**config.mk**
```make
export PLATFORM = sky130hd
export DESIGN_NAME = cam_fifo_sdram_writer
export DESIGN_NICKNAME = d
export VERILOG_FILES = /design/src/rtl/cam_fifo_sdram_writer.sv
export SDC_FILE = /design/constraint.sdc
export NUM_CORES = 1
export LEC_CHECK = 0
export ABC_AREA = 1
export CELL_PAD_IN_SITES_DETAIL_PLACEMENT = 2
export CELL_PAD_IN_SITES_GLOBAL_PLACEMENT = 2
export CORE_ASPECT_RATIO = 1.1
export CORE_MARGIN = 1
export CORE_UTILIZATION = 33
export CTS_CLUSTER_DIAMETER = 40
export DETAILED_ROUTE_END_ITERATION = 7
export PLACE_DENSITY_LB_ADDON = 0.25
export SLEW_MARGIN = 15
export SYNTH_ARGS = -nofsm -noshare
export SYNTH_HDL_FRONTEND = slang
export SYNTH_SLANG_ARGS = --single-unit
```
**constraint.sdc**
```tcl
create_clock -name clk_100 -period 3 [get_ports clk_100]
set_clock_uncertainty 0.05 [all_clocks]
set_input_delay 0.45 -clock clk_100 [delete_from_list [all_inputs] [get_ports clk_100]]
set_output_delay 0.45 -clock clk_100 [all_outputs]
set_load 0.005 [all_outputs]
```
**src/rtl/cam_fifo_sdram_writer.sv**
```systemverilog
// Camera FIFO drain: fixed-length SDRAM write bursts into ping-pong frame banks.
// Two-entry skid buffer decouples the 1-cycle FIFO read latency from wr_ready.
module cam_fifo_sdram_writer #(
  parameter int                BURST_LEN   = 256,
  parameter int                FRAME_WORDS = 307200,
  parameter int                ADDR_W      = 22,
  parameter logic [ADDR_W-1:0] BANK_OFFSET = 'h080000
) (
  input  logic              clk_100,
  input  logic              rst_n,
  input  logic [9:0]        data_count_r,
  output logic              rd_en,
  input  logic [15:0]       fifo_dout,
  output logic              cmd_valid,
  input  logic              cmd_ready,
  output logic [ADDR_W-1:0] cmd_addr,
  output logic              wr_valid,
  input  logic              wr_ready,
  output logic [15:0]       wr_data,
  input  logic              frame_sync,
  output logic              frame_done,
  output logic              rd_bank
);

  typedef enum logic [1:0] {IDLE, CMD, DATA, NEXT} state_t;

  localparam logic [9:0]        BL10 = 10'(BURST_LEN);
  localparam logic [ADDR_W-1:0] BL_A = ADDR_W'(BURST_LEN);
  localparam logic [ADDR_W-1:0] FW_A = ADDR_W'(FRAME_WORDS);

  if (BURST_LEN < 1 || BURST_LEN > 512 ||
      (BURST_LEN & (BURST_LEN - 1)) != 0) begin : g_bl_chk
    $error("BURST_LEN must be a power of two <= 512");
  end
  if (FRAME_WORDS % BURST_LEN != 0) begin : g_fw_chk
    $error("FRAME_WORDS must be a multiple of BURST_LEN");
  end
  if (longint'(BANK_OFFSET) + longint'(FRAME_WORDS) >=
      (longint'(1) << ADDR_W)) begin : g_aw_chk
    $error("BANK_OFFSET + FRAME_WORDS exceeds address space");
  end

  state_t            state_q, state_d;
  logic [ADDR_W-1:0] offset_q, offset_d;
  logic [ADDR_W-1:0] cmd_addr_q, cmd_addr_d;
  logic              wr_bank_q, wr_bank_d;
  logic              rd_bank_q, rd_bank_d;
  logic [9:0]        rd_left_q, rd_left_d;
  logic [9:0]        wr_left_q, wr_left_d;
  logic [15:0]       buf0_q, buf0_d;
  logic [15:0]       buf1_q, buf1_d;
  logic [1:0]        cnt_q, cnt_d;
  logic              pend_q, pend_d;
  logic              sync_q, sync_d;
  logic              done_q, done_d;

  logic              pop;
  logic [1:0]        held;
  logic [1:0]        slot;
  logic [ADDR_W-1:0] eff_off;
  logic [ADDR_W-1:0] next_off;

  assign cmd_valid  = (state_q == CMD);
  assign cmd_addr   = cmd_addr_q;
  assign wr_valid   = (cnt_q != 2'd0);
  assign wr_data    = buf0_q;
  assign frame_done = done_q;
  assign rd_bank    = rd_bank_q;

  always_comb begin
    state_d    = state_q;
    offset_d   = offset_q;
    cmd_addr_d = cmd_addr_q;
    wr_bank_d  = wr_bank_q;
    rd_bank_d  = rd_bank_q;
    rd_left_d  = rd_left_q;
    wr_left_d  = wr_left_q;
    sync_d     = sync_q;
    done_d     = 1'b0;
    rd_en      = 1'b0;
    eff_off    = frame_sync ? '0 : offset_q;
    next_off   = offset_q + BL_A;
    pop        = wr_valid & wr_ready;
    // words in flight after this cycle's pop, before any new read
    held       = cnt_q + {1'b0, pend_q} - {1'b0, pop};
    unique case (state_q)
      IDLE: begin
        offset_d = eff_off;
        if (data_count_r >= BL10) begin
          cmd_addr_d = (wr_bank_q ? BANK_OFFSET : '0) + eff_off;
          state_d    = CMD;
        end
      end
      CMD: begin
        if (frame_sync) sync_d = 1'b1;
        if (cmd_ready) begin
          rd_left_d = BL10;
          wr_left_d = BL10;
          state_d   = DATA;
        end
      end
      DATA: begin
        if (frame_sync) sync_d = 1'b1;
        if (rd_left_q != 10'd0 && held < 2'd2) begin
          rd_en     = 1'b1;
          rd_left_d = rd_left_q - 10'd1;
        end
        if (pop) begin
          wr_left_d = wr_left_q - 10'd1;
          if (wr_left_q == 10'd1) state_d = NEXT;
        end
      end
      NEXT: begin
        sync_d  = 1'b0;
        state_d = IDLE;
        if (next_off == FW_A) begin
          offset_d  = '0;
          done_d    = 1'b1;
          rd_bank_d = wr_bank_q;
          wr_bank_d = ~wr_bank_q;
        end else if (sync_q || frame_sync) begin
          offset_d = '0;
        end else begin
          offset_d = next_off;
        end
      end
      default: state_d = IDLE;
    endcase
  end

  always_comb begin
    buf0_d = buf0_q;
    buf1_d = buf1_q;
    slot   = cnt_q - {1'b0, pop};
    if (pop) buf0_d = buf1_q;
    if (pend_q) begin
      if (slot == 2'd0) buf0_d = fifo_dout;
      else              buf1_d = fifo_dout;
    end
    cnt_d  = slot + {1'b0, pend_q};
    pend_d = rd_en;
  end

  always_ff @(posedge clk_100 or negedge rst_n) begin
    if (!rst_n) begin
      state_q    <= IDLE;
      offset_q   <= '0;
      cmd_addr_q <= '0;
      wr_bank_q  <= 1'b0;
      rd_bank_q  <= 1'b1;
      rd_left_q  <= '0;
      wr_left_q  <= '0;
      buf0_q     <= '0;
      buf1_q     <= '0;
      cnt_q      <= '0;
      pend_q     <= 1'b0;
      sync_q     <= 1'b0;
      done_q     <= 1'b0;
    end else begin
      state_q    <= state_d;
      offset_q   <= offset_d;
      cmd_addr_q <= cmd_addr_d;
      wr_bank_q  <= wr_bank_d;
      rd_bank_q  <= rd_bank_d;
      rd_left_q  <= rd_left_d;
      wr_left_q  <= wr_left_d;
      buf0_q     <= buf0_d;
      buf1_q     <= buf1_d;
      cnt_q      <= cnt_d;
      pend_q     <= pend_d;
      sync_q     <= sync_d;
      done_q     <= done_d;
    end
  end

endmodule

```
* Word-level counts from Yosys, hierarchy flattened *
Cells that the tools add are included.

word-level totals
  register bits after elaboration = 105
  bits of input ports = 31
  output and inout port bits = 43
  word-level logic and storage cells = 78

cells by class
  add/sub/neg operators = 8
  order comparisons = 2
  equality and inequality tests = 11
  muxes and demuxes = 24
  bitwise operators = 3
  reduce and logical (&&, ||, !) cells = 17

operator list
  cell                                                                count
  2-to-1 mux 22 bit                                                   3
  2-to-1 mux 16 bit                                                   3
  one-hot mux 22 bit (2 select lines)                                 1
  one-hot mux 10 bit (2 select lines)                                 2
  2-to-1 mux 10 bit                                                   3
  adder 20 x 22 -> 22 bit                                             1
  adder 22 x 9 -> 22 bit, second input constant                       1
  == test 22 x 19 -> 1 bit, second input constant                     1
  2-to-1 mux 20 bit                                                   1
  subtractor 10 x 1 -> 10 bit, second input constant                  2
  == test 10 x 1 -> 1 bit, second input constant                      1
  greater-or-equal comparator 10 x 9 -> 1 bit, second input constant  1
  nonzero test 10 bit                                                 1
  2-to-1 mux 2 bit                                                    4
  inequality test 2 bit, second input constant                        4
  one-hot mux 2 bit (4 select lines)                                  1
  AND reduction 2 bit                                                 4
  nonzero test 2 bit                                                  4
  AND reduction 3 bit                                                 2
  2-to-1 mux 1 bit                                                    5
  adder 2 x 1 -> 2 bit                                                2
  == test 2 bit, second input constant                                2
  zero test 2 bit                                                     2
  inequality test 2 x 1 -> 1 bit, second input constant               2
  other kinds (10)                                                    12

* Longest topological paths before layout *
  word-level depth = 7
  depth in mapped cells = 17
  mapped depth without buffers = 16

* Least setup slack after synthesis *
Ideal clock, no wire load.

  path type = register to register
  start point = register cnt_q[1]
  end point = register buf1_q[0]
  library setup time = 0.125 ns
  data arrival time = 2.294 ns
  required time = 2.825 ns
  slack = 0.531 ns
  stages on the path, launching flop included = 11
  path buffers = 2
  clock period less this slack = 2.469 ns
  cells stage by stage = dfrtp_1 -> inv_1 -> nand2_2 -> nand2_4 -> clkinv_1 -> buf_1 -> ha_1 -> xor2_1 -> o21ai_2 -> buf_2 -> mux2_2

on the way
  cells in the longest elaborated chain, start to end = 6

RTL lines
  element                        line  RTL
  from (decl)                    52    logic [1:0] cnt_q, cnt_d;
  from (signal assigned)         169   cnt_q <= cnt_d;
  nonzero test 2 bit             65    assign wr_valid = (cnt_q != 2'd0);
  net wr_valid                   17    output logic wr_valid,
  bitwise AND 1 bit              83    pop = wr_valid & wr_ready;
  subtractor 2 x 1 -> 2 bit      134   slot = cnt_q - {1'b0, pop};
  zero test 2 bit                137   if (slot == 2'd0) buf0_d = fifo_dout;
  NOT 1 bit (no line)            n/a
  AND reduction 2 bit (no line)  n/a
  to (signal assigned)           168   buf1_q <= buf1_d;
  to (decl)                      51    logic [15:0] buf1_q, buf1_d;

The timed path passes the listed nets, and every way through them passes these cells.
A chain may end at the register's enable or synchronous reset.

* Final worst setup path *
  start point = register cnt_q[1]
  end point = output rd_en

on the way
  cells in the longest elaborated chain, start to end = 7
  elaborated cells between the ends (all ways) = 8
  classes of those cells = 2 x add/sub; 1 x order compare; 2 x mux; 1 x bitwise; 2 x reduce/logical

RTL lines
  element                                                       line  RTL
  branches (longest 2 deep; another with adder 2 x 1 -> 2 bit)  n/a
  subtractor 2 x 1 -> 2 bit *                                   85    held = cnt_q + {1'b0, pend_q} - {1'b0, pop};
  < comparator 2 bit *                                          104   if (rd_left_q != 10'd0 && held < 2'd2) begin
  logical AND 1 bit *                                           104
  2-to-1 mux 1 bit *                                            104
  2-to-1 mux 1 bit *                                            86    unique case (state_q)
  to (decl)                                                     12    output logic rd_en,

Every way passes the cells marked *.

==> metrics.yaml <==
grt_overflow: 0
reg2reg_depth: 12
r2r_end: "wr_data[13]$_DFF_PN0_"
r2r_start: "cnt_q[1]$_DFF_PN0_"
period_needed_ps: 2480
htree_levels: 3
path_class: "flop to output port"
setup_viol: 0
yosysSeqAreaShare: 0.486
wl_um: 16600
holdPathStages: 2
fin_crit_sh: 0.827
die-area_um2: 16900
drc_errors: 0
slew_headroom: 0.544
fin_setup_tns_ps: 0
n_antenna_cell: 0
antenna_found_initial: 0
drt_first_pass_iters: 4
synth_edf_count: 0
syn2layout_area_growth_pct: 23.1
mostFrequentLayoutCells: "nand2_1 (140), dfrtp_1 (104), nor2_1 (68)"
place_hpwl_um: 12000
placed_cells: 895
ir_drop_mv: 0.344
numClockSinks: 105
syn_area_um2: 5410
fp.dieH_um: 136
yosys_warnings: 0
critPathCaptureType: "output port"
critical_path.max_fanout: 3
die_x_um: 124
final_nets: 753
ys_seq_elements: 105
grt_setup_unrepaired: "no"
maxCapViolCount: 0
io_buffers: 65
instances_no_fill: 912
final_common_cell: "nand2_1"
r2r_slack_ps: 640
syn_area_per_cell_um2: 8.56
ys_types: 40
hp-class: "flop to flop"
setup_ws_ps: 518
cts.path.max_buffers: 2
crit_arrival_ps: 1980
min_to: "rd_bank$_DFFE_PN1P_"
outcome: "completed"
dp_slack_ps: 112
num_rows: 48
cts-buffers-inserted: 9
finalWeightedCongestion: 0.818
synth_nets: 678
yosysTopAreaCellShare: 0.481
min_from: "rd_bank$_DFFE_PN1P_"
final_core_util: 0.420
cellPowerDensity_nw_per_um2: 1040
fmax_mhz: 403
synthTopCellsByArea: "dfrtp_1 (48%), nand2_1 (9.7%), nor2_1 (4.9%)"
first_iter_violations: 190
cts_tree: "built"
cp-start-kind: "flop"
ant_nets: 0
worst_slew_pin_slew_ps: 679
grt_pass1_wl_um: 27400
clk_latency_ps: 360
routedWlPerCell_um: 18.2
clkSlewWorstSetupHoldPaths_ps: 70
cp-startpoint: "cnt_q[1]$_DFF_PN0_"
leakage_nw: 3.04
grt_pass1_vias: 5294
hold_viol: 0
avgViaCountPerCell: 5.17
synth_area_leader_cell: "dfrtp_1"
vias: 4716
synthFlopType: "dfrtp_1"
post-cts-setup-buffers: 0
core-area_um2: 15900
grt_max_degree: 44
start_util: 0.341
pin_count: 74
root_buffer: "clkbuf_16"
drive_above_1_share: 0.122
synthArstFlopShare: 1.00
required_ps: 2500
grt_use_total: 0.211
slew_viol_final: 0
syn_inst: 632
-- layer usage --
| metal | GRT usage | share of wire |
|---|---|---|
| met1 | 0.249 | 0.43 |
| met2 | 0.389 | 0.54 |
| met3 | 0.0247 | 0.016 |
| met4 | 0.0728 | 0.016 |
| met5 | 0 | 0 |
-- cell usage after synthesis, drive strengths merged, types with 2 or more instances --
master / instances
nor2: 82
xnor2: 4
dfrtp: 104
o21ai: 26
nor3b: 2
nor3: 6
o31ai: 23
xor2: 9
clkinv: 6
nand2: 148
mux2: 16
buf: 9
clkbuf: 11
a21oi: 24
ha: 15
nand3: 35
or2: 2
inv: 65
nand3b: 3
nand4: 14
a31oi: 23
o22ai: 2
-- report_power, final --
part / internal [mW] / switching, mW
Clock: 0.574 / 0.580
Sequential: 1.96 / 0.450
Combinational: 1.35 / 2.00
-- cells by family after synthesis --
group	Yosys count	synth area share
multiplexers	16	0.0333
buffers and inverters	91	0.0657
AND/OR/NAND/NOR	293	0.247
flip-flops	105	0.486
adder cells (fa/ha/maj)	15	0.0347
AO/OA/AOI/OAI	99	0.112
XOR/XNOR	13	0.0210
-- critical path, cell delays in order, from the launching register on --
cell	delay (ps)
dfrtp_1	410
inv_1	100
nand2_2	80
nand2_4	60
clkinv_1	80
ha_1	290
nor2_2	130
xnor2_1	130
nand2_1	100
nor2_2	110
dlymetal6s2s_1	130
-- state kept, by name, summed over array words and instances (netlist names) --
register / flops
buf1_q: 16
cmd_addr: 22
cnt_q: 2
frame_done: 1
offset_q: 22
pend_q: 1
rd_bank: 1
rd_left_q: 10
state_q: 2
sync_q: 1
wr_bank_q: 1
wr_data: 16
wr_left_q: 10
-- per-stage QoR --
| step | total power, mW | hold slack [ps] | instance area, um^2 |
|---|---|---|---|
| after floorplan | 4.44 | 104 | 5410 |
| after global placement | 5.52 | 369 | 6370 |
| after detailed placement | 5.79 | 371 | 6370 |
| after CTS | 7.03 | 427 | 6660 |
| after global routing | 7.50 | 452 | 6660 |
| final | 6.91 | 422 | 6660 |
-- cell type report --
class	instances	area (um^2)
Fill cell	1768	9190
Sequential cell	105	2630
Multi-Input combinational cell	436	2430
Timing Repair Buffer	84	808
Inverter	71	268
Tap cell	200	250
Clock buffer	10	229
Clock inverter	6	47.5
-- repair_timing --
item / in CTS / in global routing
hold buffers: 1 / 0
endpoints found under the hold margin: 28 / 0
gates resized for setup: 0 / 4
endpoints found under the setup margin: 0 / 1
-- worst max path at each step --
stage,end,slack [ps],cells after the start
finish,rd_en,520,10
global route,rd_en,330,12
floorplan,buf1_q[0]$_DFFE_PN0P_,530,10
CTS,rd_en,50,10
detailed placement,rd_en,110,9
global placement,rd_en,170,9
Power figures use the tool's default switching activity.
